$ cat src/rtl/regfile_write_sched_pkg.sv
// regfile_sched_pkg: shared state type and counter width for the write scheduler
package regfile_sched_pkg;
  typedef enum logic {CLEAR, RUN} sched_state_t;
  localparam int DROP_CNT_W = 8;
endpackage

$ cat src/rtl/regfile_write_sched_if.sv
// regfile_write_sched_if: requester handshakes, register-file write port and status
interface regfile_write_sched_if;
  import regfile_sched_pkg::*;
  logic                  init_in;
  logic                  wb_valid_in;
  logic [31:0]           wb_addr_in;
  logic [31:0]           wb_data_in;
  logic                  wb_ready_out;
  logic                  ld_valid_in;
  logic [31:0]           ld_addr_in;
  logic [31:0]           ld_data_in;
  logic                  ld_ready_out;
  logic [31:0]           write_addr_out;
  logic                  write_out;
  logic [31:0]           write_data_out;
  logic                  busy_out;
  logic                  range_err_out;
  logic [DROP_CNT_W-1:0] drop_count_out;
  modport slave (
    input  init_in, wb_valid_in, wb_addr_in, wb_data_in, ld_valid_in, ld_addr_in, ld_data_in,
    output wb_ready_out, ld_ready_out, write_addr_out, write_out, write_data_out,
    output busy_out, range_err_out, drop_count_out
  );
  modport master (
    output init_in, wb_valid_in, wb_addr_in, wb_data_in, ld_valid_in, ld_addr_in, ld_data_in,
    input  wb_ready_out, ld_ready_out, write_addr_out, write_out, write_data_out,
    input  busy_out, range_err_out, drop_count_out
  );
endinterface

$ cat src/rtl/regfile_write_sched_arb_rr2.sv
// arb_rr2: two-requester round-robin arbiter; last_q holds the most recently granted port
module arb_rr2 (
  input  logic clk,
  input  logic reset,
  input  logic valid0,
  input  logic valid1,
  input  logic enable,
  output logic grant0,
  output logic grant1
);
  logic last_q, last_d;
  // grants depend only on the other requester and last; last moves only on a transfer
  always_comb begin
    grant0 = enable && (!valid1 || last_q);
    grant1 = enable && (!valid0 || !last_q);
    last_d = (valid0 && grant0) ? 1'b0 : (valid1 && grant1) ? 1'b1 : last_q;
  end
  // last resets to port 1 so port 0 wins the first tie
  always_ff @(posedge clk or negedge reset)
    if (!reset) last_q <= 1'b1;
    else        last_q <= last_d;
endmodule

$ cat src/rtl/regfile_write_sched.sv
// regfile_write_sched: shares the register-file write port between ALU writeback and load return
module regfile_write_sched
  import regfile_sched_pkg::*;
#(
  parameter int DEPTH        = 32,
  parameter bit ZERO_DISCARD = 1'b1
) (
  input logic clk,
  input logic reset,
  regfile_write_sched_if.slave bus
);
  localparam int CW = $clog2(DEPTH) + 1;
  sched_state_t          state_q, state_d;
  logic [CW-1:0]         cnt_q, cnt_d;
  logic                  write_q, write_d;
  logic [31:0]           waddr_q, waddr_d, wdata_q, wdata_d;
  logic                  busy_q, busy_d, rerr_q, rerr_d;
  logic [DROP_CNT_W-1:0] drop_q, drop_d;
  logic                  run, g0, g1, x0, x1, acc, oor, zero;
  logic [31:0]           a, dat;
  assign run = (state_q == RUN) && !bus.init_in;
  arb_rr2 u_arb (
    .clk    (clk),
    .reset  (reset),
    .valid0 (bus.wb_valid_in),
    .valid1 (bus.ld_valid_in),
    .enable (run),
    .grant0 (g0),
    .grant1 (g1)
  );
  // counter runs one past DEPTH-1 so the last clear write is visible while still busy
  always_comb begin
    x0      = g0 && bus.wb_valid_in;
    x1      = g1 && bus.ld_valid_in;
    acc     = x0 || x1;
    a       = x0 ? bus.wb_addr_in : bus.ld_addr_in;
    dat     = x0 ? bus.wb_data_in : bus.ld_data_in;
    oor     = a >= 32'(DEPTH);
    zero    = ZERO_DISCARD && (a == 32'd0);
    state_d = state_q;
    cnt_d   = cnt_q;
    write_d = 1'b0;
    waddr_d = 32'd0;
    wdata_d = 32'd0;
    if (bus.init_in) begin
      state_d = CLEAR;
      cnt_d   = '0;
    end else if (state_q == CLEAR) begin
      if (cnt_q == CW'(DEPTH)) state_d = RUN;
      else begin
        write_d = 1'b1;
        waddr_d = 32'(cnt_q);
        cnt_d   = cnt_q + 1'b1;
      end
    end else if (acc && !oor && !zero) begin
      write_d = 1'b1;
      waddr_d = a;
      wdata_d = dat;
    end
    busy_d = state_d == CLEAR;
    rerr_d = rerr_q || (acc && oor);
    drop_d = (acc && (oor || zero) && drop_q != '1) ? drop_q + DROP_CNT_W'(1) : drop_q;
  end
  // all state, including any in-flight write, is dropped on reset
  always_ff @(posedge clk or negedge reset)
    if (!reset) begin
      state_q <= CLEAR;
      cnt_q   <= '0;
      write_q <= 1'b0;
      waddr_q <= 32'd0;
      wdata_q <= 32'd0;
      busy_q  <= 1'b1;
      rerr_q  <= 1'b0;
      drop_q  <= '0;
    end else begin
      state_q <= state_d;
      cnt_q   <= cnt_d;
      write_q <= write_d;
      waddr_q <= waddr_d;
      wdata_q <= wdata_d;
      busy_q  <= busy_d;
      rerr_q  <= rerr_d;
      drop_q  <= drop_d;
    end
  assign bus.wb_ready_out   = g0;
  assign bus.ld_ready_out   = g1;
  assign bus.write_out      = write_q;
  assign bus.write_addr_out = waddr_q;
  assign bus.write_data_out = wdata_q;
  assign bus.busy_out       = busy_q;
  assign bus.range_err_out  = rerr_q;
  assign bus.drop_count_out = drop_q;
endmodule
$ cat src/flat_wrapper.sv
// flat-port wrapper written by rule: the top's interface ports become plain ports
module regfile_write_sched_flat import regfile_sched_pkg::*;
#(
  parameter int DEPTH        = 32,
  parameter bit ZERO_DISCARD = 1'b1
)
  (clk, reset, bus_init_in, bus_wb_valid_in, bus_wb_addr_in, bus_wb_data_in, bus_ld_valid_in, bus_ld_addr_in, bus_ld_data_in, bus_wb_ready_out, bus_ld_ready_out, bus_write_addr_out, bus_write_out, bus_write_data_out, bus_busy_out, bus_range_err_out, bus_drop_count_out);
  regfile_write_sched_if bus_i ();
  input logic clk;
  input logic reset;
  input wire logic [$bits(bus_i.init_in)-1:0] bus_init_in;
  input wire logic [$bits(bus_i.wb_valid_in)-1:0] bus_wb_valid_in;
  input wire logic [$bits(bus_i.wb_addr_in)-1:0] bus_wb_addr_in;
  input wire logic [$bits(bus_i.wb_data_in)-1:0] bus_wb_data_in;
  input wire logic [$bits(bus_i.ld_valid_in)-1:0] bus_ld_valid_in;
  input wire logic [$bits(bus_i.ld_addr_in)-1:0] bus_ld_addr_in;
  input wire logic [$bits(bus_i.ld_data_in)-1:0] bus_ld_data_in;
  output wire logic [$bits(bus_i.wb_ready_out)-1:0] bus_wb_ready_out;
  output wire logic [$bits(bus_i.ld_ready_out)-1:0] bus_ld_ready_out;
  output wire logic [$bits(bus_i.write_addr_out)-1:0] bus_write_addr_out;
  output wire logic [$bits(bus_i.write_out)-1:0] bus_write_out;
  output wire logic [$bits(bus_i.write_data_out)-1:0] bus_write_data_out;
  output wire logic [$bits(bus_i.busy_out)-1:0] bus_busy_out;
  output wire logic [$bits(bus_i.range_err_out)-1:0] bus_range_err_out;
  output wire logic [$bits(bus_i.drop_count_out)-1:0] bus_drop_count_out;
  assign bus_i.init_in = bus_init_in;
  assign bus_i.wb_valid_in = bus_wb_valid_in;
  assign bus_i.wb_addr_in = bus_wb_addr_in;
  assign bus_i.wb_data_in = bus_wb_data_in;
  assign bus_i.ld_valid_in = bus_ld_valid_in;
  assign bus_i.ld_addr_in = bus_ld_addr_in;
  assign bus_i.ld_data_in = bus_ld_data_in;
  assign bus_wb_ready_out = bus_i.wb_ready_out;
  assign bus_ld_ready_out = bus_i.ld_ready_out;
  assign bus_write_addr_out = bus_i.write_addr_out;
  assign bus_write_out = bus_i.write_out;
  assign bus_write_data_out = bus_i.write_data_out;
  assign bus_busy_out = bus_i.busy_out;
  assign bus_range_err_out = bus_i.range_err_out;
  assign bus_drop_count_out = bus_i.drop_count_out;
  regfile_write_sched #(.DEPTH(DEPTH), .ZERO_DISCARD(ZERO_DISCARD)) u_core (.clk(clk), .reset(reset), .bus(bus_i));
endmodule
$ cat config.mk
export PLATFORM = sky130hd
export DESIGN_NAME = regfile_write_sched_flat
export DESIGN_NICKNAME = d
export VERILOG_FILES = /design/src/rtl/regfile_write_sched_pkg.sv /design/src/rtl/regfile_write_sched_if.sv /design/src/rtl/regfile_write_sched_arb_rr2.sv /design/src/rtl/regfile_write_sched.sv /design/src/flat_wrapper.sv
export SDC_FILE = /design/constraint.sdc
export NUM_CORES = 1
export LEC_CHECK = 0
export ABC_AREA = 1
export CORE_ASPECT_RATIO = 0.6
export CORE_MARGIN = 2
export CORE_UTILIZATION = 42
export DETAILED_ROUTE_END_ITERATION = 10
export GPL_TIMING_DRIVEN = 1
export HOLD_SLACK_MARGIN = 0.03
export PLACE_DENSITY = 0.86
export SKIP_CTS_REPAIR_TIMING = 1
export SYNTH_ARGS = -nofsm -noshare
export SYNTH_HDL_FRONTEND = slang
export SYNTH_SLANG_ARGS = --single-unit
$ cat constraint.sdc
create_clock -name clk -period 3.5 [get_ports clk]
set_input_delay 0.7 -clock clk [delete_from_list [all_inputs] [get_ports clk]]
set_output_delay 0.7 -clock clk [all_outputs]
set_load 0.05 [all_outputs]
==> impl_metrics.ini, run 1 <==
[floorplan]
chipHeight_um = 78.0
initial_utilization_pct = 44.1
ios = 210
die_area_um2 = 9920
coreArea_um2 = 8690
rows = 26
dieWidth_um = 127

[critical_path]
cp.required_ns = 3.75
crit_type = in -> reg
startpoint_type = input pin
crit_arrival_ns = 3.30
crit_path_end_kind = flop
cp_max_fo = 77

[yosys]
yosysSeqAreaShare_pct = 54.3
synth_cell_types = 32
synth_area_per_cell_um2 = 8.20
synth_top_family_by_area = simple AND/OR/NAND/NOR gates
synth_xor_area_share_pct = 1.37
ys_ff_latch = 83
synth_edf_count = 0
muxShareOfSynthArea_pct = 0
postSynthCellCount = 467
synth-simple-area-share_pct = 27.7
yosys_warnings = 0
synth_flop_cell = dfrtp_1
synth_area_um2 = 3830
synthArstFlopShare_pct = 100
synth_fa_ha_area_share_pct = 0.980
synth-compound-area-share_pct = 8.46

[cts]
htreeDepth = 3
cts_root_buffer = clkbuf_16
numCtsBuffers = 9
clk_pin_slew_ns = 0.07
clk_latency_ns = 0.34
cts_tree = built
clockBufferDepth = 2
clock_sinks = 83

[route]
drt-vias-per-instance = 4.96
num_vias = 4026
drc_errors = 0
routedWlPerCell_um = 15.9
totalWireLength_um = 12900
drt.antenna.violating_nets = 0
drt-pass1-iter-count = 5
drtIter0Drc = 282

[global_routing]
grt_max_degree = 84
grt_pass1_wl_um = 20500
grt_pass1_vias = 4147
antenna_found_initial = 0
grt_overflow = 0
grtUsageTotal_pct = 26.7

[layout]
areaGrowthSynthToFinish_pct = 66.2
postLayoutCoreUtil_pct = 73.3
n_antenna_cell = 0
layout-drive-gt1-share_pct = 5.44
nNetsFinal = 830

[place]
place_hpwl_um = 9620
globalplace.congestion = 0.902
port_buffers = 209

[power]
p_int_mw = 1.69
power_leakage_nw = 2.99
switching_share_pct = 27.8
vdd_drop_max_mv = 0.270
p_per_area_nw_per_um2 = 369
clkPwrFrac_pct = 38.3
pwr-share-comb_pct = 18.4
pwr-share-seq_pct = 43.3
power_switching_uw = 654

[timing]
max_freq_mhz = 328
maxSlewHeadroom_pct = 30.9
period_needed_ns = 3.05
drv_slew = 0
rsz0062_at_grt = false
final-hold-violation-count = 0
fin_setup_tns_ns = 0
setup_viol = 0
skew_ns = 0.00644
period_share_pct = 87.2
worstMarginPinSlew_ns = 1.04

[run_status]
status = finished clean

[worst_hold_path]
min-delay-path-class = reg -> reg

[run]
drv_cap = 0
synth_stat cells, types with 2 or more instances:
cell type | number | area share (%)
dfstp_2 | 2 | 1.4
o21ai_0 | 10 | 1.3
dfrtp_1 | 81 | 53
clkbuf_1 | 9 | 0.88
buf_2 | 9 | 1.2
ha_1 | 3 | 0.98
o21ai_1 | 10 | 1.3
a21oi_1 | 39 | 5.1
xor2_1 | 3 | 0.69
buf_4 | 2 | 0.39
inv_2 | 3 | 0.29
nand2_1 | 176 | 17
buf_6 | 2 | 0.59
inv_1 | 36 | 3.5
nor2_4 | 2 | 0.59
nand4_1 | 23 | 3.8
nor2_1 | 25 | 2.5
nand3_1 | 11 | 1.4
nor3_1 | 4 | 0.52
nand2_2 | 3 | 0.49
xnor2_1 | 3 | 0.69
sequential cells by signal (all words and copies together) (netlist names), 6 cells and up:
name	cells
u_core.bus.drop_count_out	8
u_core.cnt_q	6
u_core.bus.write_addr_out	32
u_core.bus.write_data_out	32
metrics by stage:
stage	worst slack, ns	std cells	hold WS (ns)	instance area [um^2]	total power, mW
5_1_grt	0.281	811	0.511	6360	2.45
6_report	0.449	811	0.496	6360	2.35
4_1_cts	0.497	811	0.494	6360	2.37
3_3_place_gp	0.212	795	0.474	6080	1.46
3_5_place_dp	0.154	795	0.481	6080	1.46
2_1_floorplan	0.912	492	0.404	3920	1.21
cell usage in the layout, fill, tap and decap left out, types with 3 or more instances in the layout:
master and instances:
nor2_1 25, dfrtp_1 81, inv_1 36, a21oi_1 39, nor3_1 4, nand3_1 11
conb_1 26, nand4_1 23, inv_2 3, xnor2_1 3, o21ai_1 10, nand2_2 3
ha_1 3, o21ai_0 10, clkbuf_16 9, clkinvlp_4 3, clkdlybuf4s50_1 206, xor2_1 3
nand2_1 176, buf_4 7
cell type report:
type,count,area (um^2)
clock buffers,9,225
clock inverters,7,60.1
fillers,624,2320
inverters,40,150
multi-input cells,346,1570
flip-flops and latches,83,2080
well taps,112,140
repair buffers,214,2130
worst max-delay path: stages:
cell	delay, ns
clkdlybuf4s50_1	0.50
nor2_4	0.18
nand3_2	0.10
buf_12	0.22
o21ai_1	0.32
nand2_1	0.09
nor2_1	0.11
nand3_1	0.15
nor2_4	0.24
nand3_4	0.37
a21oi_1	0.29
cell families after synthesis:
group                    Yosys count
adder cells (fa/ha/maj)            3
flip-flops                        83
buffers and inverters             63
other                              1
AO/OA/AOI/OAI                     62
AND/OR/NAND/NOR                  249
XOR/XNOR                           6
path summary, 6_finish.rpt:
path / start / endpoint / slack [ns] / cells past startpoint
min reg2reg: u_core.bus.range_err_out$_DFF_PN0_ / u_core.bus.range_err_out$_DFF_PN0_ / 0.50 / 1
max: bus_init_in / u_core.bus.write_data_out[13]$_DFF_PN0_ / 0.45 / 11
min: u_core.bus.range_err_out$_DFF_PN0_ / u_core.bus.range_err_out$_DFF_PN0_ / 0.50 / 1
min in group asynchronous: reset / u_core.bus.write_addr_out[19]$_DFF_PN0_ / 0.52 / 1
max reg2reg: u_core.u_arb.last_q$_DFFE_PN1P_ / u_core.bus.write_data_out[13]$_DFF_PN0_ / 0.79 / 11
max in group asynchronous: reset / u_core.bus.write_data_out[3]$_DFF_PN0_ / 2.28 / 1
metal layers:
layer	global-route usage (%)	wire length (um)	up-vias
li1	-	-	1920
met1	32.9	5240	1894
met2	44.2	6140	172
met3	7.66	1030	40
met4	11.5	447	0
met5	0	0	-
power groups by stage:
stage | combinational (mW) | clock [mW] | sequential [mW]
final | 0.433 | 0.899 | 1.02
after global routing | 0.463 | 0.970 | 1.02
after CTS | 0.434 | 0.925 | 1.02
after detailed placement | 0.431 | 0 | 1.03
after global placement | 0.426 | 0 | 1.03
after floorplan | 0.0803 | 0 | 1.13
(Power assumes the default switching activity.)
==> run 2, diff against run 1 <==
ABC_AREA = 0   (was 1)
CORE_UTILIZATION = 40   (was 42)
==> run 2 against run 1 <==
Cell area shrank 6.1%. Clock skew barely moved. Global-route usage fell by 4.2 points. Flip-flop and latch count unchanged. Core utilization grew 1.1 points. Routed wire length is 20% lower. Critical path type unchanged. Highest routed layer unchanged.
==> impl_metrics.ini, run 2 <==
[yosys]
synth_cell_types = 41
ys_ff_latch = 83
synth_flop_cell = dfrtp_1
synth_most_common_cell = dfrtp_1
synth_area_um2 = 3380
synthTopCellsByCount = dfrtp_1 (81), nand2_1 (71), a21oi_2 (20)
yosys-top-cells-area = dfrtp_1 (60%), nand2_1 (7.9%), a21oi_2 (5.2%)
yosysSeqAreaShare_pct = 61.5
synthArstFlopShare_pct = 100
synth_area_per_cell_um2 = 11.2
postSynthCellCount = 302
yosys_warnings = 0
synth_edf_count = 0
yosysTopAreaCell = dfrtp_1
yosysTopAreaCellShare_pct = 60.0

[worst_hold_path]
worstHoldPathCells = 1
min_to = u_core.bus.range_err_out$_DFF_PN0_
min-delay-path-class = reg -> reg
worstHoldStart = u_core.bus.range_err_out$_DFF_PN0_

[power]
power_switching_uw = 559
power_leakage_nw = 2.60
p_int_mw = 1.73
switching_share_pct = 24.4
vdd_drop_max_mv = 0.296
pwr-share-comb_pct = 15.2
p_total_mw = 2.29
clkPwrFrac_pct = 40.9
pwr-share-seq_pct = 43.9
p_per_area_nw_per_um2 = 383

[floorplan]
rows = 25
initial_utilization_pct = 42.0
ios = 210
dieWidth_um = 123
chipHeight_um = 75.2
die_area_um2 = 9220
coreArea_um2 = 8040

[layout]
areaGrowthSynthToFinish_pct = 76.9
n_antenna_cell = 0
layout_common_cells = clkdlybuf4s50_1 (206), dfrtp_1 (81), nand2_1 (71), conb_1 (26), a21oi_2 (20)
stdcell_area_um2 = 5980
nNetsFinal = 676
final_common_cell = clkdlybuf4s50_1
layout-drive-gt1-share_pct = 9.72

[cts]
clock_sinks = 83
clk_pin_slew_ns = 0.06
clk_latency_ns = 0.33
clockBufferDepth = 2
cts_root_buffer = clkbuf_16
htreeDepth = 3
cts_tree = built
numCtsBuffers = 9

[timing]
skew_ns = 0.00629
maxSlewHeadroom_pct = 32.4
max_freq_mhz = 355
period_needed_ns = 2.82
worstMarginPinSlew_ns = 1.01
final-hold-violation-count = 0
drv_slew = 0
fin_setup_tns_ns = 0
setup_viol = 0
rsz0062_at_grt = false
period_share_pct = 80.5

[global_routing]
grtUsageTotal_pct = 22.6
grt_max_degree = 84
antenna_found_initial = 0
grt_overflow = 0
grt_pass1_vias = 3244
grt_pass1_wl_um = 15700

[critical_path]
path_cells = clkdlybuf4s50_1, nor4_1, nand4_1, a2111oi_4, o21ai_4, buf_4, o31ai_1
crit_arrival_ns = 3.05
cp_num_buf_inv = 2
max_stage_delay_ns = 0.66
r2r-start = u_core.bus.drop_count_out[0]$_DFFE_PN0P_
cp.required_ns = 3.73
startpoint_type = input pin
rr_endpoint = u_core.bus.drop_count_out[1]$_DFFE_PN0P_
rrSetupSlack_ns = 1.22
reg2regPathDepth = 5
crit_path_end_kind = flop
cp_max_fo = 13
timing.critical_path.slowest_stage_cell = a2111oi_4
crit_type = in -> reg
cp_top_family = compound AO/OA/AOI/OAI gates

[route]
drt-vias-per-instance = 4.86
drt.antenna.violating_nets = 0
routedWlPerCell_um = 15.8
totalWireLength_um = 10300
drtIter0Drc = 210
drt-pass1-iter-count = 5
num_vias = 3172
drc_errors = 0

[place]
placed_area_um2 = 5680
globalplace.congestion = 0.794
port_buffers = 209
place_hpwl_um = 7780

[run_status]
status = finished clean

[run]
drv_cap = 0
run 2: cell count changes in the layout (fill, tap and decap cells not counted), moves of 7 or more:
cell / change
nand3_1: -9
nand2_1: -105
o21ai_1: -10
nand4_1: -17
nor2_1: -11
a21oi_1: -24
nor4_1: +12
a21oi_2: +19
o21ai_0: -10
xor2_1: +7
inv_1: -32
run 2: worst max-delay path by stage:
stage,cells past startpoint,from,end,slack (ns)
CTS,7,bus_wb_addr_in[30],u_core.bus.write_addr_out[2]$_DFF_PN0_,0.71
global placement,7,bus_wb_addr_in[25],u_core.bus.write_addr_out[2]$_DFF_PN0_,0.49
floorplan,2,bus_init_in,bus_ld_ready_out,1.18
global route,7,bus_wb_addr_in[22],u_core.bus.write_addr_out[2]$_DFF_PN0_,0.50
detailed placement,7,bus_wb_addr_in[30],u_core.bus.write_addr_out[2]$_DFF_PN0_,0.38
finish,7,bus_wb_addr_in[25],u_core.bus.write_addr_out[2]$_DFF_PN0_,0.68
run 2: cells by family after synthesis:
| group | Yosys count | share of synthesized area, % |
|---|---|---|
| fa+ha+maj | 3 | 1.11 |
| compound gates | 46 | 10.6 |
| flops | 83 | 61.5 |
| buf+inv | 16 | 2.44 |
| mux | 6 | 1.85 |
| simple gates | 135 | 19.3 |
| xor+xnor | 12 | 3.11 |
| other cells | 1 | 0.111 |
run 2: stage by stage:
step,hold slack (ns),worst slack [ns],util [%],std cells
after floorplan,0.404,1.18,-,327
after global placement,0.477,0.489,70.6,637
after detailed placement,0.482,0.382,70.6,637
after CTS,0.507,0.707,74.4,653
after global routing,0.531,0.496,74.4,653
final,0.501,0.682,74.4,653
run 2: final cells by class:
class                   count  area, um^2
multi-input cells         228        1320
clock inverters             6        72.6
inverters                   4        15.0
well taps                 108         135
clock buffers              10         229
fillers                   536        2060
flip-flops and latches     83        2080
repair buffers            214        2120
run 2: power by group through the flow:
stage          clock (mW)  sequential, mW  combinational [mW]
6_report            0.937            1.01               0.347
4_1_cts             0.956            1.00               0.349
3_3_place_gp            0            1.02               0.344
3_5_place_dp            0            1.02               0.347
2_1_floorplan           0            1.10              0.0379
5_1_grt              1.00            1.01               0.370
run 2: layer usage:
metal | share of wire (%) | routed length [um] | track usage, % | up-vias
met4 | 1.3 | 129 | 6.77 | 0
met5 | 0 | 0 | 0 | -
met1 | 41 | 4220 | 28.2 | 1497
met2 | 50 | 5170 | 39.8 | 175
li1 | - | - | - | 1483
met3 | 7.5 | 775 | 5.15 | 17
